$ cat config.mk
export PLATFORM = sky130hd
export DESIGN_NAME = coin_acceptor
export DESIGN_NICKNAME = d
export VERILOG_FILES = /design/src/rtl/coin_pkg.sv /design/src/rtl/coin_debounce.sv /design/src/rtl/coin_acceptor.sv
export SDC_FILE = /design/constraint.sdc
export NUM_CORES = 1
export LEC_CHECK = 0
export BUFFER_PORTS_ARGS = -buffer_cell sky130_fd_sc_hd__buf_2
export CAP_MARGIN = 15
export CELL_PAD_IN_SITES_DETAIL_PLACEMENT = 0
export CELL_PAD_IN_SITES_GLOBAL_PLACEMENT = 2
export CORE_MARGIN = 3
export CORE_UTILIZATION = 33
export DETAILED_ROUTE_END_ITERATION = 8
export HOLD_SLACK_MARGIN = 0.05
export PLACE_DENSITY = 0.71
export SLEW_MARGIN = 20
export SYNTH_ARGS = -nofsm -noshare
export SYNTH_HDL_FRONTEND = slang
export SYNTH_SLANG_ARGS = --single-unit
$ cat constraint.sdc
create_clock -name clk -period 2.1 [get_ports clk]
set_input_delay 0.315 -clock clk [delete_from_list [all_inputs] [get_ports clk]]
set_output_delay 0.315 -clock clk [all_outputs]
set_load 0.005 [all_outputs]
$ cat src/rtl/coin_pkg.sv
// coin_pkg: definitions shared by the coin acceptor and the vending FSM.
//   COIN_NONE / COIN_ONE / COIN_TWO : the coin[1:0] codes seen by the vending FSM.
//   out_state_e                     : states of the acceptor's output sequencer.
//   coin_code()                     : maps a queued coin type bit to its code.
package coin_pkg;

  localparam logic [1:0] COIN_NONE = 2'b00;
  localparam logic [1:0] COIN_ONE  = 2'b01;
  localparam logic [1:0] COIN_TWO  = 2'b10;

  typedef enum logic [1:0] {
    StIdle,
    StEmit,
    StGap
  } out_state_e;

  // Queue entries store 1 for a two-rupee coin and 0 for a one-rupee coin.
  function automatic logic [1:0] coin_code(input logic is_two);
    return is_two ? COIN_TWO : COIN_ONE;
  endfunction

endpackage

$ cat src/rtl/coin_debounce.sv
// coin_debounce: cleans up one raw coin-slot sensor.
//   clk_i   : system clock, rising edge
//   rst_i   : synchronous active-high reset
//   sense_i : raw asynchronous sensor level
//   rise_o  : registered one-cycle pulse when the debounced level goes 0 -> 1
// The sensor is synchronised by two flops. The debounced level flips only after
// the synchronised input has disagreed with it for DEBOUNCE_CYCLES cycles in a row.
module coin_debounce #(
  parameter int unsigned DEBOUNCE_CYCLES = 4
) (
  input  logic clk_i,
  input  logic rst_i,
  input  logic sense_i,
  output logic rise_o
);

  localparam int unsigned CntW = $clog2(DEBOUNCE_CYCLES);
  localparam logic [CntW-1:0] CntLast = CntW'(DEBOUNCE_CYCLES - 1);

  logic            sync1_q, sync2_q;
  logic            stb_q, stb_d;
  logic            rise_q, rise_d;
  logic [CntW-1:0] cnt_q, cnt_d;

  always_comb begin
    stb_d = stb_q;
    cnt_d = '0;
    if (sync2_q != stb_q) begin
      // The counter holds the disagreements seen so far, so the last one flips stb.
      if (cnt_q == CntLast) begin
        stb_d = ~stb_q;
      end else begin
        cnt_d = cnt_q + CntW'(1);
      end
    end
    rise_d = stb_d & ~stb_q;
  end

  always_ff @(posedge clk_i) begin
    if (rst_i) begin
      sync1_q <= 1'b0;
      sync2_q <= 1'b0;
      stb_q   <= 1'b0;
      cnt_q   <= '0;
      rise_q  <= 1'b0;
    end else begin
      sync1_q <= sense_i;
      sync2_q <= sync1_q;
      stb_q   <= stb_d;
      cnt_q   <= cnt_d;
      rise_q  <= rise_d;
    end
  end

  assign rise_o = rise_q;

endmodule

$ cat src/rtl/coin_acceptor.sv
// coin_acceptor: front end of the vending machine. It debounces the 1- and 2-rupee
// slot sensors, queues the insertions and replays them as single-cycle coin codes.
// Consecutive codes are always separated by at least one idle cycle.
//   clk     : system clock, rising edge
//   rst     : synchronous active-high reset, clears everything including the queue
//   sense_1 : raw 1-rupee sensor
//   sense_2 : raw 2-rupee sensor
//   coin    : registered code, 00 none / 01 one rupee / 10 two rupees
//   reject  : registered one-cycle pulse when an insertion is dropped
//   pending : queue occupancy
//   total   : saturating count of rupees emitted. It exists only when the build
//             defines COIN_TOTAL_EN.
module coin_acceptor
  import coin_pkg::*;
#(
  parameter int unsigned DEBOUNCE_CYCLES = 4,
  parameter int unsigned FIFO_DEPTH      = 4
`ifdef COIN_TOTAL_EN
  ,
  parameter int unsigned TOTAL_W         = 16
`endif
) (
  input  logic                        clk,
  input  logic                        rst,
  input  logic                        sense_1,
  input  logic                        sense_2,
  output logic [1:0]                  coin,
  output logic                        reject,
  output logic [$clog2(FIFO_DEPTH):0] pending
`ifdef COIN_TOTAL_EN
  ,
  output logic [TOTAL_W-1:0]          total
`endif
);

  localparam int unsigned PtrW = $clog2(FIFO_DEPTH);
  localparam int unsigned CntW = PtrW + 1;
  localparam logic [CntW-1:0] CntFull = CntW'(FIFO_DEPTH);

  logic            ev_1, ev_2;
  logic            fifo_q [FIFO_DEPTH];
  logic [PtrW-1:0] wr_ptr_q, wr_ptr_d, rd_ptr_q, rd_ptr_d;
  logic [CntW-1:0] cnt_q, cnt_d;
  logic            fifo_empty;
  logic            push, pop;
  logic            reject_q, reject_d;
  logic [1:0]      coin_q, coin_d;
  out_state_e      state_q, state_d;

  coin_debounce #(
    .DEBOUNCE_CYCLES(DEBOUNCE_CYCLES)
  ) u_deb_1 (
    .clk_i  (clk),
    .rst_i  (rst),
    .sense_i(sense_1),
    .rise_o (ev_1)
  );

  coin_debounce #(
    .DEBOUNCE_CYCLES(DEBOUNCE_CYCLES)
  ) u_deb_2 (
    .clk_i  (clk),
    .rst_i  (rst),
    .sense_i(sense_2),
    .rise_o (ev_2)
  );

  assign fifo_empty = (cnt_q == '0);

  // Simultaneous insertions cannot be told apart, so both are refused. Fullness
  // uses the occupancy before any same-cycle pop.
  always_comb begin
    push     = 1'b0;
    reject_d = 1'b0;
    if (ev_1 && ev_2) begin
      reject_d = 1'b1;
    end else if (ev_1 || ev_2) begin
      if (cnt_q == CntFull) begin
        reject_d = 1'b1;
      end else begin
        push = 1'b1;
      end
    end
  end

  always_comb begin
    wr_ptr_d = push ? wr_ptr_q + PtrW'(1) : wr_ptr_q;
    rd_ptr_d = pop  ? rd_ptr_q + PtrW'(1) : rd_ptr_q;
    case ({push, pop})
      2'b10:   cnt_d = cnt_q + CntW'(1);
      2'b01:   cnt_d = cnt_q - CntW'(1);
      default: cnt_d = cnt_q;
    endcase
  end

  always_ff @(posedge clk) begin
    if (rst) begin
      for (int i = 0; i < int'(FIFO_DEPTH); i++) begin
        fifo_q[i] <= 1'b0;
      end
    end else if (push) begin
      fifo_q[wr_ptr_q] <= ev_2;
    end
  end

  // Output sequencer: state register.
  always_ff @(posedge clk) begin
    if (rst) begin
      state_q  <= StIdle;
      coin_q   <= COIN_NONE;
      reject_q <= 1'b0;
      wr_ptr_q <= '0;
      rd_ptr_q <= '0;
      cnt_q    <= '0;
    end else begin
      state_q  <= state_d;
      coin_q   <= coin_d;
      reject_q <= reject_d;
      wr_ptr_q <= wr_ptr_d;
      rd_ptr_q <= rd_ptr_d;
      cnt_q    <= cnt_d;
    end
  end

  // Output sequencer: next state.
  always_comb begin
    state_d = state_q;
    unique case (state_q)
      StIdle:  if (!fifo_empty) state_d = StEmit;
      StEmit:  state_d = StGap;
      StGap:   state_d = fifo_empty ? StIdle : StEmit;
      default: state_d = StIdle;
    endcase
  end

  // Output sequencer: pop and code. The code is registered, so it is visible
  // while the sequencer sits in StEmit.
  always_comb begin
    pop    = 1'b0;
    coin_d = COIN_NONE;
    unique case (state_q)
      StIdle, StGap: begin
        if (!fifo_empty) begin
          pop    = 1'b1;
          coin_d = coin_code(fifo_q[rd_ptr_q]);
        end
      end
      default: ;
    endcase
  end

  assign coin    = coin_q;
  assign reject  = reject_q;
  assign pending = cnt_q;

`ifdef COIN_TOTAL_EN
  logic [TOTAL_W-1:0] total_q, total_d;
  logic [TOTAL_W:0]   total_sum;

  // Add with one guard bit so that overflow becomes saturation instead of wrap.
  always_comb begin
    total_sum = {1'b0, total_q};
    if (coin_d == COIN_ONE) begin
      total_sum = total_sum + (TOTAL_W + 1)'(1);
    end else if (coin_d == COIN_TWO) begin
      total_sum = total_sum + (TOTAL_W + 1)'(2);
    end
    total_d = total_sum[TOTAL_W] ? '1 : total_sum[TOTAL_W-1:0];
  end

  always_ff @(posedge clk) begin
    if (rst) begin
      total_q <= '0;
    end else begin
      total_q <= total_d;
    end
  end

  assign total = total_q;
`endif

endmodule

==> results of run 1 <==
## power breakdown
group	leakage, nW	total (mW)	internal [mW]	switching, mW
combinational	0.241	0.433	0.212	0.221
clock	0.0326	0.342	0.165	0.177
sequential	0.246	0.663	0.627	0.0367
total	0.519	1.44	1.00	0.434
## logic make-up (layout without fill, tap and decap cells)
group	Yosys count	after routing	synth area share (%)
AND/OR/NAND/NOR	38	38	18.5
flip-flops	29	29	55.2
AO/OA/AOI/OAI	17	17	8.79
buffers and inverters	12	32	4.00
XOR/XNOR	6	6	4.67
adder cells (fa/ha/maj)	4	4	5.12
multiplexers	3	3	3.78
## state kept, by name, summed over array words and instances (netlist names), named ones only
signal           count
u_deb_2.cnt_q        2
fifo_q               4
reject               1
rd_ptr_q             2
u_deb_1.rise_o       1
u_deb_2.sync1_q      1
u_deb_1.sync2_q      1
u_deb_2.rise_o       1
u_deb_2.stb_q        1
u_deb_1.sync1_q      1
wr_ptr_q             2
u_deb_1.stb_q        1
state_q              1
pending              3
u_deb_2.sync2_q      1
u_deb_1.cnt_q        2
coin                 2
## cell type report
cell class	count	area [sq um]	share of cell area (%)
flip-flops and latches	29	623	46.9
multi-input cells	68	467	35.2
repair buffers	15	90.1	6.79
clock buffers	8	58.8	4.43
well taps	44	55.1	4.15
inverters	9	33.8	2.54
## repair_timing
item | CTS | global route
setup endpoints to repair | 0 | 1
gates resized for setup | 0 | 3
buffers inserted | 0 | 1
## cell usage after synthesis, drive strengths merged
| cell type | count | share of area, % |
|---|---|---|
| nor3 | 7 | 3.6 |
| nand2b | 2 | 1.1 |
| a31o | 3 | 2.3 |
| nor4 | 1 | 0.56 |
| fa | 1 | 1.8 |
| o21ai | 5 | 2.2 |
| o31ai | 1 | 0.67 |
| nor2b | 4 | 2.2 |
| and2 | 1 | 0.56 |
| mux4 | 1 | 2.0 |
| nor2 | 12 | 4.0 |
| mux2i | 2 | 1.8 |
| edfxtp | 4 | 11 |
| xor2 | 3 | 2.3 |
| nand4 | 1 | 0.56 |
| or3b | 1 | 0.78 |
| nand3 | 2 | 0.89 |
| clkbuf | 3 | 1.0 |
| a21oi | 8 | 3.6 |
| ha | 3 | 3.3 |
| or3 | 5 | 2.8 |
| dfxtp | 25 | 44 |
| inv | 9 | 3.0 |
| xnor2 | 3 | 2.3 |
| nor3b | 1 | 1.1 |
| nand2 | 1 | 0.33 |
## worst max-delay path, delay by kind of cell (launching register included)
kind	cells	cell delay, ns
XOR/XNOR	2	0.36
buffers and inverters	2	0.12
AO/OA/AOI/OAI	1	0.13
flip-flops	1	0.37
AND/OR/NAND/NOR	2	0.38
adder cells (fa/ha/maj)	2	0.54
## stage by stage
stage / instance area (sq um) / std cells
CTS: 1310 / 172
global route: 1330 / 173
detailed placement: 1250 / 164
global placement: 1250 / 164
floorplan: 1120 / 109
finish: 1330 / 173
## metal layers
layer / part of all wire [%] / GRT usage [%] / routed length, um
met1: 46 / 11.2 / 813
met2: 46 / 16.1 / 808
met3: 5.0 / 5.45 / 87
met4: 2.5 / 5.54 / 43
met5: 0 / 0 / 0
## how the worst max path moves through the flow
| stage | slack (ns) | to | startpoint |
|---|---|---|---|
| floorplan | 0.1 | pending[2] | pending[2] |
| detailed placement | 0.08 | pending[2] | u_deb_2.rise_o |
| global placement | 0.09 | pending[2] | u_deb_2.rise_o |
| finish | 0.14 | pending[2] | u_deb_2.rise_o |
| global route | -0.005 | pending[2] | u_deb_2.rise_o |
| CTS | 0.04 | pending[2] | u_deb_2.rise_o |
==> run metrics, run 1 <==
crit path max fanout 5; initial cell density of the core 35.7%; largest net degree at the start of global routing 27; Layout Skew 0.00806 ns; status completed; cell mode on critical path inv_1; GRT Util Overall 10.3%; WHS Path Cells 2; CTS buffer count 5; startpoint types register; pre-CTS setup slack 0.0776 ns; hold path startpoint sense_2; clk_lat worst skew 0.32 ns; # DRC 0; vias per std cell 4.62; final worst setup slack 0.140 ns; routed vias 800; Final Hold Vio Count 0; CP required 2.35 ns; htree depth 2; worst path cell trace xnor2_2 > nor2_1 > inv_1 > ha_1 > inv_1 > fa_1 > xor2_1 > or3_1 > a21oi_1; Mapped Nets between 100 and 150; max-slew violations 0; DR iter-0 viols 9; clock root buffer clkbuf_4; Final Critical Period 1.96 ns; io pins 10; Die Y 64.4 um; share of cells above drive strength 1 20.9%; CTS Hold Bufs 0; Critical Path Max Stage Delay 0.37 ns; first-pass GRT wire length 3130 um; final WL 1750 um; CTS tree built; routed length per placed instance 10.1 um; FF+latch count, synth 29; post-route core utilization a little over two fifths; Critical R2R Launch u_deb_2.rise_o; crit path DAT ~2.2 ns; Max IR drop VDD 0.478 mV; cell count of the worst reg-to-reg path 9; Yosys Warn Count 0; worst-margin pin slew roughly 0.44 ns; P per Cell Area 1080 nW/um^2; synthesized area 1120 sq um; crit share post-route 93.3%; max cap viols 0; most frequent cells in the layout dfxtp_1, nor2_1, inv_1, buf_2, a21oi_1; clock-pin slew on the worst setup and hold paths 0.09 ns; reg2reg setup slack approximately 0.14 ns; most common cell after layout, fill and taps aside dfxtp_1; final setup TNS 0 ns; 1st-pass router iterations 4; Crit-path slowest cell dfxtp_2; grt ovf 0; fmax 510 MHz; clock sink count 29; total power 1.44 mW; post-synthesis sequential area ratio 55.2%; Static Leak 0.519 nW; WS Path Type reg2reg; relative slew slack roughly 70%; RePlAce Congestion 0.743; vias in the first global route 737; FP Rows 20; Synth Area per Inst just over 10 sq um; n_diodes 0; Hold Path Class in2reg; Fillers 337; Core Area 3150 sq um; Critical Path End Type register; nets 136; synthesis-to-finish area growth 18.0%; cells after synthesis between 100 and 150; WHS Endpoint u_deb_2.sync1_q; Max Buffers Root-to-Sink 2; # setup viols final 0; Reg2Reg Capture Point pending[2]; initial antenna violation count 0; ANT nets after route 0; Port-buffer cells 9; Die Area 4140 sq um; worst hold slack 0.200 ns; die width between 60 and 70 um; DP Wirelength 1220 um; Yosys cell types 27
No activity file was read; power rests on OpenSTA's default activity.
==> run 2: changes to the inputs <==
--- a/config.mk
+++ b/config.mk
@@ -5,12 +5,13 @@
 export SDC_FILE = /design/constraint.sdc
 export NUM_CORES = 1
 export LEC_CHECK = 0
+export ABC_AREA = 1
 export BUFFER_PORTS_ARGS = -buffer_cell sky130_fd_sc_hd__buf_2
 export CAP_MARGIN = 15
 export CELL_PAD_IN_SITES_DETAIL_PLACEMENT = 0
 export CELL_PAD_IN_SITES_GLOBAL_PLACEMENT = 2
 export CORE_MARGIN = 3
-export CORE_UTILIZATION = 33
+export CORE_UTILIZATION = 31
 export DETAILED_ROUTE_END_ITERATION = 8
 export HOLD_SLACK_MARGIN = 0.05
 export PLACE_DENSITY = 0.71
==> run metrics, run 2 <==
crit path DAT 2.05 ns; # Post-CTS Setup Buffers 0; n_diodes 0; Post-synth ARST share 0%; io pins 10; synthesized area 1190 sq um; Static Leak ~0.60 nW; largest area contributor in the netlist dfxtp_1; clock-pin slew on the worst setup and hold paths approximately 0.060 ns; htree depth 2; max cap viols 0; crit share post-route 89.2%; CTS buffer count 5; largest net degree at the start of global routing 14; Commonest cells post-synth dfxtp_1, inv_1, nand2_1; count leader, synth dfxtp_1; 1st-pass router iterations 4; CTS tree built; nets 162; max FFs per register 4; Final Cell Area 1370 sq um; Synth area leaders dfxtp_1, edfxtp_1, inv_1; dominant synthesized flop cell dfxtp_1; # DRC 0; Post-synth EDFFs 4; Yosys top cell area share 41.9%; first-pass GRT wire length 3550 um; final WL 1970 um; DP Wirelength 1460 um; FF+latch count, synth 29; GRT Util Overall 11.0%; total power 1.61 mW; FP Rows 21; crit path max fanout 5; Final Critical Period 1.87 ns; Layout Skew 0.00179 ns; P per Cell Area 1170 nW/um^2; grt ovf 0; final setup TNS 0 ns; synthesis-to-finish area growth 14.9%; worst hold slack roughly 0.24 ns; cts repair resizes 0; Core Area 3520 sq um; cells after synthesis 139; share of cells above drive strength 1 16.8%; clock sink count 29; fmax 534 MHz; # setup viols final 0; vias per std cell 4.37; dpl cell area between 1000 and 1500 sq um; max-slew violations 0; Die Y 68.1 um; Max Buffers Root-to-Sink 2; die width around 68 um; Yosys cell types 26; worst-margin pin slew 0.486 ns; most common cell after layout, fill and taps aside dfxtp_1; most frequent cells in the layout dfxtp_1, inv_1, nand2_1; Largest Register fifo_q; Yosys Warn Count 0; ANT nets after route 0; CTS Hold Bufs 0; clock root buffer clkbuf_8; Mapped Nets 147; RePlAce Congestion 0.759; clk_lat worst skew 0.27 ns; routed length per placed instance 9.78 um; WS Path Type reg2reg; relative slew slack 67.6%; CP required about 2.3 ns; Max IR drop VDD roughly 0.45 mV; status completed; vias in the first global route slightly above 800; RSZ-0062 raised after global routing no; initial cell density of the core 33.9%; Synth Area per Inst 8.60 sq um; Final Hold Vio Count 0; Critical Path End Type register; Hold Path Class in2reg; DR iter-0 viols 37; post-synthesis sequential area ratio 51.9%; Port-buffer cells 9; Die Area approximately 4600 sq um; startpoint types register; initial antenna violation count 0; routed vias 878
==> run 2: changes by cell type after synthesis, moves of 3 or more <==
cell / before / now
nor2_1: 12 / 19
or3_1: 5 / 0
nand3_1: 2 / 5
nor2b_1: 4 / 0
nand2_1: 1 / 24
xnor2_1: 3 / 0
nor3_1: 6 / 0
inv_1: 9 / 24
clkbuf_1: 3 / 0
a31o_1: 3 / 0
==> run 2: cell families (layout without fill, tap and decap cells) <==
kind of cell | count (synthesis) | in the layout | share of synthesized area, %
adder cells (fa/ha/maj) | 4 | 4 | 4.82
buffers and inverters | 28 | 44 | 9.22
AO/OA/AOI/OAI | 18 | 18 | 8.80
flip-flops | 29 | 29 | 51.9
AND/OR/NAND/NOR | 59 | 59 | 24.5
XOR/XNOR | 1 | 1 | 0.733
==> run 2: cell type report <==
class | instances | area, sq um
multi-input cells | 82 | 464
inverters | 26 | 97.6
repair buffers | 10 | 52.6
well taps | 46 | 57.6
flip-flops and latches | 29 | 621
fillers | 361 | 2150
clock buffers | 8 | 80.1
==> run 2: where the power goes <==
part / internal (mW) / total [mW] / switching, mW
Clock: 0.234 / 0.423 / 0.189
Combinational: 0.178 / 0.485 / 0.308
Sequential: 0.653 / 0.699 / 0.0461
==> run 2: metrics by stage <==
step | setup WS [ns] | cells | util [%]
6_report | 0.228 | 201 | 39.0
5_1_grt | 0.0200 | 201 | 39.0
4_1_cts | 0.222 | 201 | 39.0
3_5_place_dp | 0.245 | 193 | 36.7
3_3_place_gp | 0.272 | 193 | 36.7
2_1_floorplan | 0.371 | 139 | -
==> run 2: metal layers <==
| layer | share of wire, % | track usage (%) | wire, um | vias up |
|---|---|---|---|---|
| met5 | 0 | 0 | 0 | - |
| met4 | 2.1 | 5.96 | 42 | 0 |
| met3 | 6.4 | 6.40 | 126 | 5 |
| met2 | 45 | 17.2 | 880 | 16 |
| met1 | 47 | 11.6 | 916 | 388 |
| li1 | - | - | - | 469 |
==> run 2: worst max-delay path, stage by stage (launching register included) <==
cell and delay (ns):
dfxtp_1 0.30, inv_1 0.16, nand3_2 0.19, nand2_4 0.14, ha_1 0.14, inv_1 0.06, fa_1 0.38, nor2_1 0.12
nor2_1 0.04, nand2_1 0.07, nand2_1 0.05, nand2_1 0.05, nor2_1 0.05
==> run 2: worst paths after layout <==
kind	from	end	slack [ns]	cells after the start
max	pending[0]	pending[2]	0.23	12
min	sense_1	u_deb_1.sync1_q	0.24	3
max reg2reg	pending[0]	pending[2]	0.23	12
min reg2reg	u_deb_2.sync1_q	u_deb_2.sync2_q	0.40	2
==> run 3: changes to the inputs <==
--- a/config.mk
+++ b/config.mk
@@ -11,10 +11,12 @@
 export CELL_PAD_IN_SITES_DETAIL_PLACEMENT = 0
 export CELL_PAD_IN_SITES_GLOBAL_PLACEMENT = 2
 export CORE_MARGIN = 3
-export CORE_UTILIZATION = 31
+export CORE_UTILIZATION = 33
+export CTS_BUF_LIST = sky130_fd_sc_hd__clkbuf_2 sky130_fd_sc_hd__clkbuf_4 sky130_fd_sc_hd__clkbuf_8
+export CTS_CLUSTER_SIZE = 40
 export DETAILED_ROUTE_END_ITERATION = 8
 export HOLD_SLACK_MARGIN = 0.05
-export PLACE_DENSITY = 0.71
+export PLACE_DENSITY = 0.75
 export SLEW_MARGIN = 20
 export SYNTH_ARGS = -nofsm -noshare
 export SYNTH_HDL_FRONTEND = slang
==> run metrics, run 3 (synthesis results as in run 2) <==
fmax approximately 540 MHz; share of cells above drive strength 1 18.2%; routed vias 863; Crit path max-delay family simple AND/OR/NAND/NOR gates; CTS tree built; switch share 34.7%; dpl cell area approximately 1300 sq um; # DRC 0; vias in the first global route a little under 900; largest net degree at the start of global routing 15; WS Path Type reg2reg; worst-margin pin slew about 0.46 ns; max cap viols 0; clock network power share 24.1%; # Post-CTS Setup Buffers 0; crit path DAT around 2.1 ns; routed length per placed instance between 10 and 15 um; sequential share of power between 40 and 50%; P_sw ~0.54 mW; Inst Count DP 192; Non-Filler Instances 200; P per Cell Area 1150 nW/um^2; max-slew violations 0; crit path max fanout 5; Comb power frac between 30% and 40%; CTS Hold Bufs 0; CTS buffer count 5; critical path launch point pending[0]; Critical R2R Launch pending[0]; Die Y 66.2 um; pre-CTS setup slack about 0.23 ns; clk_lat worst skew 0.32 ns; post-route core utilization 39.6%; cts repair resizes 0; worst path bufs/invs 2; most common cell after layout, fill and taps aside dfxtp_1; crit share post-route approximately 90%; worst path cell trace inv_1 > nand3_2 > nand2_4 > ha_1 > inv_1 > fa_1 > nor2_1 > nor2_1 > nand2_1 > nand2_1 > nand2_1 > nor2_1; relative slew slack around 70%; status completed; worst hold slack 0.195 ns; ANT nets after route 0; clock root buffer clkbuf_4; grt ovf 0; Final Hold Vio Count 0; htree depth 2; Final Cell Area 1350 sq um; Crit-path slowest cell fa_1; Layout Skew 0.00477 ns; RePlAce Congestion 0.772; Hold Path Class in2reg; final WL 2010 um; clock-pin slew on the worst setup and hold paths 0.09 ns; Static Leak 0.598 nW; Critical Path Max Stage Delay between 0.3 and 0.4 ns; DP Wirelength 1450 um; Port-buffer cells 9; DR iter-0 viols 34; synthesis-to-finish area growth 13.1%; first-pass GRT wire length roughly 3600 um; clock sink count 29; final worst setup slack ~0.24 ns; startpoint types register; 1st-pass router iterations 2; RSZ-0062 raised after global routing no; Largest Register fifo_q; most frequent cells in the layout dfxtp_1, inv_1, nand2_1; FP Rows 21; # setup viols final 0; initial antenna violation count 0; CP required 2.32 ns; Critical Path End Type register; Die Area 4380 sq um; GRT Util Overall 11.2%; nets 161; max FFs per register 4; Final Critical Period approximately 1.9 ns; initial cell density of the core between 30% and 40%; final setup TNS 0 ns; Max Buffers Root-to-Sink 2; Max IR drop VDD 0.575 mV; cell internal pwr between 1 and 1.5 mW; Core Area 3420 sq um; io pins 10; hold path startpoint sense_2; die width 66.2 um; n_diodes 0; total power ~1.6 mW; vias per std cell 4.32
## run 3: path summary, 6_finish.rpt
path	to	slack, ns	cells past startpoint
min	u_deb_2.sync1_q	0.20	3
min reg2reg	u_deb_1.sync2_q	0.41	2
max	pending[2]	0.24	12
max reg2reg	pending[2]	0.24	12
## run 3: area by class of cell
type / instances / area [sq um]
inverters: 26 / 97.6
clock buffers: 8 / 66.3
well taps: 46 / 57.6
flip-flops and latches: 29 / 621
multi-input cells: 82 / 464
repair buffers: 9 / 45.0
fillers: 362 / 2060
## run 3: power groups by stage
stage,combinational [mW],sequential (mW),clock [mW]
after floorplan,0.366,0.711,0
after global placement,0.489,0.714,0
after detailed placement,0.490,0.717,0
after CTS,0.493,0.704,0.395
after global routing,0.572,0.715,0.412
final,0.482,0.702,0.376
## run 3: worst register-to-register path, cell delays in order, from the launching register on
cell and delay (ns):
dfxtp_1 0.31, inv_1 0.15, nand3_2 0.19, nand2_4 0.14
ha_1 0.15, inv_1 0.07, fa_1 0.38, nor2_1 0.11
nor2_1 0.04, nand2_1 0.07, nand2_1 0.05, nand2_1 0.05
nor2_1 0.04
## run 3: layer usage
layer,GRT usage (%),vias up,part of all wire (%)
li1,-,463,-
met1,12.3,385,47
met2,18.2,13,48
met3,5.10,2,4.5
met4,5.33,0,1.0
met5,0,-,0
